[config.mk]
export PLATFORM = sky130hd
export DESIGN_NAME = serial_subtractor
export DESIGN_NICKNAME = d
export VERILOG_FILES = /design/src/rtl/serial_subtractor.sv
export SDC_FILE = /design/constraint.sdc
export NUM_CORES = 1
export LEC_CHECK = 0
export BUFFER_PORTS_ARGS = -buffer_cell sky130_fd_sc_hd__buf_2
export CAP_MARGIN = 0
export CORE_MARGIN = 2
export CORE_UTILIZATION = 30
export CTS_CLUSTER_SIZE = 12
export DETAILED_ROUTE_END_ITERATION = 7
export SLEW_MARGIN = 20
export SYNTH_ARGS = -nofsm -noshare
export SYNTH_HDL_FRONTEND = slang
export SYNTH_SLANG_ARGS = --single-unit
[constraint.sdc]
create_clock -name clk -period 1.7 [get_ports clk]
set_clock_uncertainty 0.15 [all_clocks]
set_input_delay 0.34 -clock clk [delete_from_list [all_inputs] [get_ports clk]]
set_output_delay 0.34 -clock clk [all_outputs]
set_load 0.01 [all_outputs]
[src/rtl/serial_subtractor.sv]
// Bit-serial 8-bit subtractor, Y = A - B - BI, LSB first.
// One full-subtractor cell; eight RUN cycles per operation.
module serial_subtractor (
  input  logic       clk,
  input  logic       reset_n,
  input  logic       start,
  input  logic [7:0] A,
  input  logic [7:0] B,
  input  logic       BI,
  output logic       busy,
  output logic       done,
  output logic [7:0] Y,
  output logic       C,
  output logic       V,
  output logic       Z,
  output logic       N
);

  typedef enum logic {
    IDLE,
    RUN
  } state_t;

  state_t     state_q;
  logic [7:0] a_sh_q;
  logic [7:0] b_sh_q;
  logic [7:0] y_sh_q;
  logic       borrow_q;
  logic [2:0] cnt_q;
  logic       a7_q;
  logic       b7_q;

  logic       diff_d;
  logic       borrow_d;
  logic [7:0] y_d;

  // Full-subtractor cell on the current LSBs.
  always_comb begin
    diff_d   = a_sh_q[0] ^ b_sh_q[0] ^ borrow_q;
    borrow_d = (~a_sh_q[0] & b_sh_q[0])
             | (~a_sh_q[0] & borrow_q)
             | (b_sh_q[0] & borrow_q);
    y_d      = {diff_d, y_sh_q[7:1]};
  end

  // Control FSM, datapath shifting and registered results.
  always_ff @(posedge clk) begin
    if (!reset_n) begin
      state_q  <= IDLE;
      a_sh_q   <= '0;
      b_sh_q   <= '0;
      y_sh_q   <= '0;
      borrow_q <= 1'b0;
      cnt_q    <= '0;
      a7_q     <= 1'b0;
      b7_q     <= 1'b0;
      busy     <= 1'b0;
      done     <= 1'b0;
      Y        <= '0;
      C        <= 1'b0;
      V        <= 1'b0;
      Z        <= 1'b0;
      N        <= 1'b0;
    end else begin
      done <= 1'b0;
      unique case (state_q)
        IDLE: begin
          if (start) begin
            a_sh_q   <= A;
            b_sh_q   <= B;
            borrow_q <= BI;
            a7_q     <= A[7];
            b7_q     <= B[7];
            y_sh_q   <= '0;
            cnt_q    <= '0;
            busy     <= 1'b1;
            state_q  <= RUN;
          end
        end
        RUN: begin
          a_sh_q   <= {1'b0, a_sh_q[7:1]};
          b_sh_q   <= {1'b0, b_sh_q[7:1]};
          borrow_q <= borrow_d;
          y_sh_q   <= y_d;
          cnt_q    <= cnt_q + 3'd1;
          if (cnt_q == 3'd7) begin
            Y       <= y_d;
            C       <= borrow_d;
            V       <= (a7_q ^ b7_q) & (y_d[7] ^ a7_q);
            Z       <= (y_d == 8'h00);
            N       <= y_d[7];
            done    <= 1'b1;
            busy    <= 1'b0;
            state_q <= IDLE;
          end
        end
        default: state_q <= IDLE;
      endcase
    end
  end

endmodule

==> results list, run 1 <==
* Global placement routability congestion: 0.716
- Counting every instance in the synthesized netlist gives about 200.
- The later pin in the worst-skew pair is clocked with a latency of approximately 290 ps.
- GRT Residual Overflow: 0
- Outcome: finished, final reports clean
- dfxtp_1 takes more of the synthesized area than any other cell.
* Slew at the pin with the worst max-slew slack: 305 ps
- Growth of design area from synthesis to finish: 16.0%
* Final Worst Setup Slack: ~110 ps
- Entering global routing, the biggest net connects 20 pins.
- After floorplanning, the core was divided into 29 placement rows.
- The net count of the finished layout is 260.
- Summed over all layers, the routed wires come to 3.64 mm.
- Summing over every cut layer, the via total after detailed routing is ~1400.
* Final setup violation count: 0
- The first routing iteration left 96 violations.
- Power density over the cells: approximately 850 nW/um^2
* Via count of the first global-routing pass: 1302
- After floorplanning, the core was sized to cover between 6000 and 7000 um^2.
- CTS built an H-tree with a depth of 2.
* Final Hold Viols: 0
- Summing all multi-input logic gate instances after layout gives 931 um^2.
- The floorplan step defined a die boundary enclosing 7010 um^2.
- Flops & latches, synth: 43
- Measured on the finished design, the core utilization comes to 0.355.
* Clock tree from TritonCTS: built
* Standby leakage power: approximately 0.94 nW
- Number of synthesis warnings: 0
* Count of nets left with antenna violations after detail routing: 0
- Derived from the worst setup path, the maximum achievable clock frequency is roughly 0.63 GHz.
* Minimum period implied by the final worst setup slack: about 1600 ps
* Residual DRC count: 0
* Max capacitance violation total: 0
* Worst-path clk slew: roughly 80 ps
- Root buffer cell: clkbuf_8
* Placement Cell Area: about 2100 um^2
- Across every metal layer, demand over resource in global routing totals 0.111.
- Final max-slew violation count: 0
* Max Root-Sink Buffers: 2
- After routing the design area is approximately 2200 um^2.
- The setup path with the least slack is of type reg -> reg.
* Sequential cell area: 861 um^2
- Post-synth cell types: 31
- # fillers: around 670
- The clock net in this run drives a total of between 40 and 50 sinks.
- After routing, the total negative slack on setup checks comes to 0 ps.
- Cts bufs inserted: 5
* Starting density of the core: 0.306
- After detailed routing, the number of vias per cell comes to roughly 4.5.
- The number of nets handed over by synthesis was between 200 and 250.
- Of the cells placed in the final design, the portion with a size suffix greater than 1 is 0.227.
- Port-buffer cells: 33
- Max_slew headroom: 0.796
* Top-area cell type share of the netlist area: 0.451
- Top-level port count: 34
* Worst endpoint required time: 1780 ps
- Setup repair after global routing left no endpoint under its margin.
- The first global-routing pass estimated 6.20 mm of wire.
- By area the synthesized netlist is led by dfxtp_1 (45%), mux2i_1 (10%), nand2_1 (6.7%), and2_1 (4.9%), nor2b_1 (4.3%).
- Avg Inst Size Synth: about 9.4 um^2
- Largest vdd supply drop: ~0.30 mV
- The worst hold path belongs to the class in -> reg.
- Die boundary width: 83.8 um
- Summing every instance area after synthesis gives 1910 um^2.
* Maximum fanout encountered on the critical timing path: 5
- Of the synthesized area, sequential elements account for 0.451.
- DIE HEIGHT: around 84 um
* HPWL after detailed placement: between 2 and 3 mm
- Hold timing on the final database bottoms out at a slack of 159 ps.
- Number of buffers added to fix hold violations after cts: 0
- Startpoint types: flop
- Timing analysis after detailed placement gives a worst setup slack of between 50 and 60 ps.
* Share of the clock period used by the worst path after layout: 0.936
* Initial antenna violation count: 0
* Average detailed-routed wire length per instance: ~12 um
- The worst setup path is captured at a flop.
- Number of search-and-repair iterations in the first detailed-routing pass: 4
- 0 antenna diodes ended up in the layout.
- Signal arrival time at the worst endpoint: about 1700 ps
[worst max-delay path, stage by stage, from the launching register on]
cell,delay (ps)
dfxtp_1,330
inv_1,60
fa_2,620
and3b_1,180
a21oi_1,40
a21oi_1,130
[state kept, by name, indices dropped and copies added, names as in the netlist]
signal,flops
y_sh_q,7
borrow_q,1
V,1
busy,1
b7_q,1
Y,8
done,1
a7_q,1
a_sh_q,8
cnt_q,3
C,1
state_q,1
b_sh_q,8
Z,1
[cells in the final DEF (no fill, tap or decap)]
master,synthesis,routed
buf_4,2,7
o211a_1,1,1
nor4b_2,0,1
o21ai_1,9,9
nor2b_1,13,13
nand2_1,34,33
nor3b_1,10,10
clkbuf_8,1,5
inv_1,1,1
buf_2,3,33
fa_2,0,1
dfxtp_1,43,43
nor2_1,4,4
and3b_1,1,1
buf_12,1,1
nor4_1,1,1
nand3_1,2,2
clkinv_2,0,3
a21boi_0,3,3
and2_1,15,15
ha_1,2,2
and2_4,1,1
a21oi_1,11,11
a21boi_1,5,5
mux2i_1,20,20
nor2b_4,1,1
o21a_1,1,1
nand2_2,0,1
nand2b_1,1,1
o21ai_0,7,7
and3_1,1,1
[final timing paths]
kind,slack [ps],from,to,cells past startpoint
worst max-delay path,110,a_sh_q[0]$_SDFFE_PN0P_,V$_SDFFE_PN0P_,5
worst min-delay path,160,B[7],b_sh_q[7]$_SDFFE_PN0P_,3
worst max register to register,110,a_sh_q[0]$_SDFFE_PN0P_,V$_SDFFE_PN0P_,5
worst min register to register,300,Y[5]$_SDFFE_PN0P_,Y[5]$_SDFFE_PN0P_,2
[per-stage QoR]
stage | std cells | power, W
after floorplan | 204 | 0.00124
after global placement | 307 | 0.00129
after detailed placement | 307 | 0.00129
after CTS | 315 | 0.00192
after global routing | 315 | 0.00201
final | 315 | 0.00189
[where the power goes]
| group | internal, W | switching (W) | total [W] |
|---|---|---|---|
| Clock | 0.000281 | 0.000334 | 0.000615 |
| Combinational | 0.000108 | 0.000102 | 0.000210 |
| Sequential | 0.00104 | 0.0000227 | 0.00106 |
| Total | 0.00143 | 0.000459 | 0.00189 |
[timing repair]
item,in CTS,in global routing
resized for setup,0,3
buffers inserted,0,0
setup endpoints to repair,0,3
[area by class of cell]
class	count	share of cell area
sequential	43	0.389
clock inverter	3	0.00678
multi-input combinational	145	0.421
tap	77	0.0435
clock buffer	5	0.0311
timing repair buffer	41	0.107
inverter	1	0.00170
[layer usage]
layer | GRT usage | up-vias | routed length [um]
li1 | - | 745 | -
met1 | 0.152 | 640 | 1810
met2 | 0.161 | 30 | 1590
met3 | 0.0317 | 6 | 168
met4 | 0.0484 | 0 | 74
met5 | 0 | - | 0
[logic make-up after synthesis]
| logic type | share of synthesized area |
|---|---|
| compound gates | 0.111 |
| flops | 0.451 |
| mux | 0.105 |
| simple gates | 0.242 |
| fa+ha+maj | 0.0236 |
| buf+inv | 0.0669 |
[synthesized netlist by cell type, drive strengths merged]
| master | instances |
|---|---|
| a21boi | 8 |
| a21oi | 11 |
| and2 | 16 |
| and3 | 1 |
| and3b | 1 |
| buf | 10 |
| clkbuf | 5 |
| dfxtp | 43 |
| fa | 1 |
| ha | 2 |
| inv | 1 |
| mux2i | 20 |
| nand2 | 34 |
| nand2b | 1 |
| nand3 | 2 |
| nor2 | 4 |
| nor2b | 14 |
| nor3b | 10 |
| nor4 | 1 |
| nor4b | 1 |
| o211a | 1 |
| o21a | 1 |
| o21ai | 16 |
(Power assumes the default switching activity.)
==> inputs of run 2 (changes only) <==
--- a/config.mk
+++ b/config.mk
@@ -5,8 +5,9 @@
 export SDC_FILE = /design/constraint.sdc
 export NUM_CORES = 1
 export LEC_CHECK = 0
-export BUFFER_PORTS_ARGS = -buffer_cell sky130_fd_sc_hd__buf_2
+export BUFFER_PORTS_ARGS = -buffer_cell sky130_fd_sc_hd__buf_4
 export CAP_MARGIN = 0
+export CORE_ASPECT_RATIO = 1.4
 export CORE_MARGIN = 2
 export CORE_UTILIZATION = 30
 export CTS_CLUSTER_SIZE = 12
==> run 2 against run 1 <==
Against the previous run: cell count is 1.9% lower; sequential share of layout area shrank 1.8 points; critical path depth unchanged; clock power increased by 28%; setup slack gained 12 ps; power grew 10%; wire length shrank 0.19%; maximum frequency rose by 0.76%; via count is 0.91% higher; die area is 0.13% higher; core utilization increased by 2.2 points; sequential cell count unchanged.
==> results list, run 2 (synthesis gave the netlist of run 1 again) <==
- Area of the multi-input gates: 928 um^2 (was 931 um^2)
- Number of buffers added to fix hold violations after cts: 0 (unchanged)
* GRT Residual Overflow: 0 (unchanged)
- Fraction of final layout cells sized beyond drive strength 1: 0.219 (was 0.227)
* Area of the die: 7020 um^2 (was 7010 um^2)
- Global placement routability congestion: 0.708 (was 0.716)
- CTS H-tree lvls: 2 (unchanged)
* Minimum period implied by the final worst setup slack: 1580 ps (was 1590 ps)
* Root buffer cell: clkbuf_8 (unchanged)
- Growth of design area from synthesis to finish: 21.6% (was 16.0%)
- Power density over the cells: 896 nW/um^2 (was 854 nW/um^2)
- The final worst-path cycle share came to 0.929 (was 0.936).
- The launching element type of the critical path is a flop (unchanged).
- Post-CTS Setup Repair Bufs: 0 (unchanged)
* Worst min-delay path category: in -> reg (unchanged)
- Pin count of the biggest net entering global routing: 36 (was 20)
* Global-route wire length before repair: 6.23 mm (was 6.20 mm)
* Registers with the most flip-flops: Y: 8 flops, a_sh_q: 8 flops, b_sh_q: 8 flops (unchanged)
- The deepest clock path buffer count was 2 (unchanged).
* Achievable frequency: 0.633 GHz (was 0.628 GHz)
* Tot GR Track Use: 0.114 (was 0.111)
* Net count, final: 259 (was 260)
* Worst endpoint required time: 1790 ps (was 1780 ps)
- Average detailed-routed wire length per instance: 11.8 um (was 11.6 um)
* Critical Path Sink Type: flop (unchanged)
- Crit path max-delay cell type: fa_2 (unchanged)
- Port-buffer cells: 33 (unchanged)
- Via count of the first global-routing pass: 1382 (was 1302)
- The area occupied by registers is 861 um^2 (unchanged).
- The number of antenna violations at the first check in global routing was 0 (unchanged).
- Die boundary width: 71.4 um (was 83.8 um)
* # fillers: 637 (was 665)
* Via count: 1434 (was 1421)
- The quantity of gates resized following cts came to 0 (unchanged).
- The die height was 98.4 um (was 83.8 um).
- Starting density of the core: 0.309 (was 0.306)
- The most common cell after layout, fill and taps aside is dfxtp_1 (unchanged).
* Clock tree from TritonCTS: built (unchanged)
- Outcome: finished, final reports clean (unchanged)
- Critical path's largest stage delay: 610 ps (was 620 ps)
- Largest vdd supply drop: 0.314 mV (was 0.298 mV)
* Final Hold Viols: 0 (unchanged)
- Aggregate routed wire length: 3.63 mm (was 3.64 mm)
- The HPWL after detailed placement came to 2.61 mm (was 2.50 mm).
* Commonest non-fill, non-tap cells in the layout: dfxtp_1 (43), buf_4 (38), nand2_1 (34) (was dfxtp_1 (43), nand2_1 (33), buf_2 (33))
- Top-level port count: 34 (unchanged)
- The number of max-capacitance violations reported was 0 (unchanged).
- Setup repair after global routing missed its margin: no (unchanged).
* Residual DRC count: 0 (unchanged)
- The total clock buffers created by CTS came to 5 (unchanged).
* Standby leakage power: 0.968 nW (was 0.945 nW)
- The clock sink total is 43 (unchanged).
* Slew at the pin with the worst max-slew slack: 370 ps (was 305 ps)
- The clock latency of the later-clocked register in the worst-skew pair came to 300 ps (was 290 ps).
- The data arrival time of the critical path is 1670 ps (about the same).
* Post-Route Setup TNS: 0 ps (unchanged)
- The critical-path maximum fanout is 5 (unchanged).
- The number of antenna cells inserted is 0 (unchanged).
- Number of search-and-repair iterations in the first detailed-routing pass: 2 (was 4)
- The count of endpoints failing setup in the final report came to 0 (unchanged).
- Worst-path clk slew: 80 ps (about the same)
- The number of max-slew violations in the final report is 0 (unchanged).
- The overall power is 0.00208 W (was 0.00189 W).
* Area of the core: 6170 um^2 (was 6240 um^2)
* Vias per Instance: 4.64 (was 4.51)
- Worst path cell trace: inv_1 -> fa_2 -> nor4b_2 -> nand3_1 -> nand2_1 (was inv_1 -> fa_2 -> and3b_1 -> a21oi_1 -> a21oi_1)
* Drt first-iter violations: 54 (was 96)
- The relative max-transition margin is 0.753 (was 0.796).
* Standard-cell row count: 34 (was 29)
- Category of the most critical setup path: reg -> reg (unchanged)
* Count of nets left with antenna violations after detail routing: 0 (unchanged)
==> run 2: cell types whose count changed in the layout (fill, tap and decap cells not counted) <==
cell | previous run | this run
bufinv_16 | 0 | 1
buf_12 | 1 | 2
clkinv_4 | 0 | 1
buf_2 | 33 | 0
clkinv_2 | 3 | 1
nand2_1 | 33 | 34
nand2_2 | 1 | 0
buf_4 | 7 | 38
==> run 2: worst paths after layout <==
path	slack [ps]	cells after the start	start	to
hold / removal	150	3	A[7]	a_sh_q[7]$_SDFFE_PN0P_
hold reg to reg	300	2	Y[5]$_SDFFE_PN0P_	Y[5]$_SDFFE_PN0P_
setup / recovery	120	5	a_sh_q[0]$_SDFFE_PN0P_	Z$_SDFFE_PN0P_
setup reg to reg	120	5	a_sh_q[0]$_SDFFE_PN0P_	Z$_SDFFE_PN0P_
==> run 2: area by class of cell <==
cell class,count,area share
multi-input combinational,145,0.400
sequential,43,0.371
timing repair buffer,40,0.140
tap,72,0.0388
clock buffer,5,0.0296
clock inverter,3,0.0189
inverter,1,0.00162
==> run 2: power by group <==
| part | switching (W) | internal, W |
|---|---|---|
| Sequential | 0.0000230 | 0.00104 |
| Clock | 0.000352 | 0.000437 |
| Combinational | 0.0000999 | 0.000125 |
==> run 2: critical path: cells and delay by family (launching register included) <==
| kind | cells | cell delay (ps) |
|---|---|---|
| and+or+nand+nor | 3 | 380 |
| adders and majority gates | 1 | 610 |
| DFF | 1 | 340 |
| buffers and inverters | 1 | 60 |
==> run 2: routing by layer <==
layer	track usage	wire length, um
met1	0.126	1500
met2	0.194	1890
met3	0.0310	145
met4	0.0610	96
met5	0	0
==> run 2: per-stage QoR <==
| stage | hold WS [ps] | std cells | worst slack [ps] | utilization | cell area (um^2) |
|---|---|---|---|---|---|
| after floorplan | 299 | 204 | 177 | - | 1910 |
| final | 149 | 309 | 120 | 0.376 | 2320 |
| after global placement | 296 | 301 | 101 | 0.357 | 2200 |
| after CTS | 144 | 309 | 36.3 | 0.375 | 2310 |
| after detailed placement | 296 | 301 | 38.0 | 0.357 | 2200 |
| after global routing | 171 | 309 | 3.29 | 0.376 | 2320 |
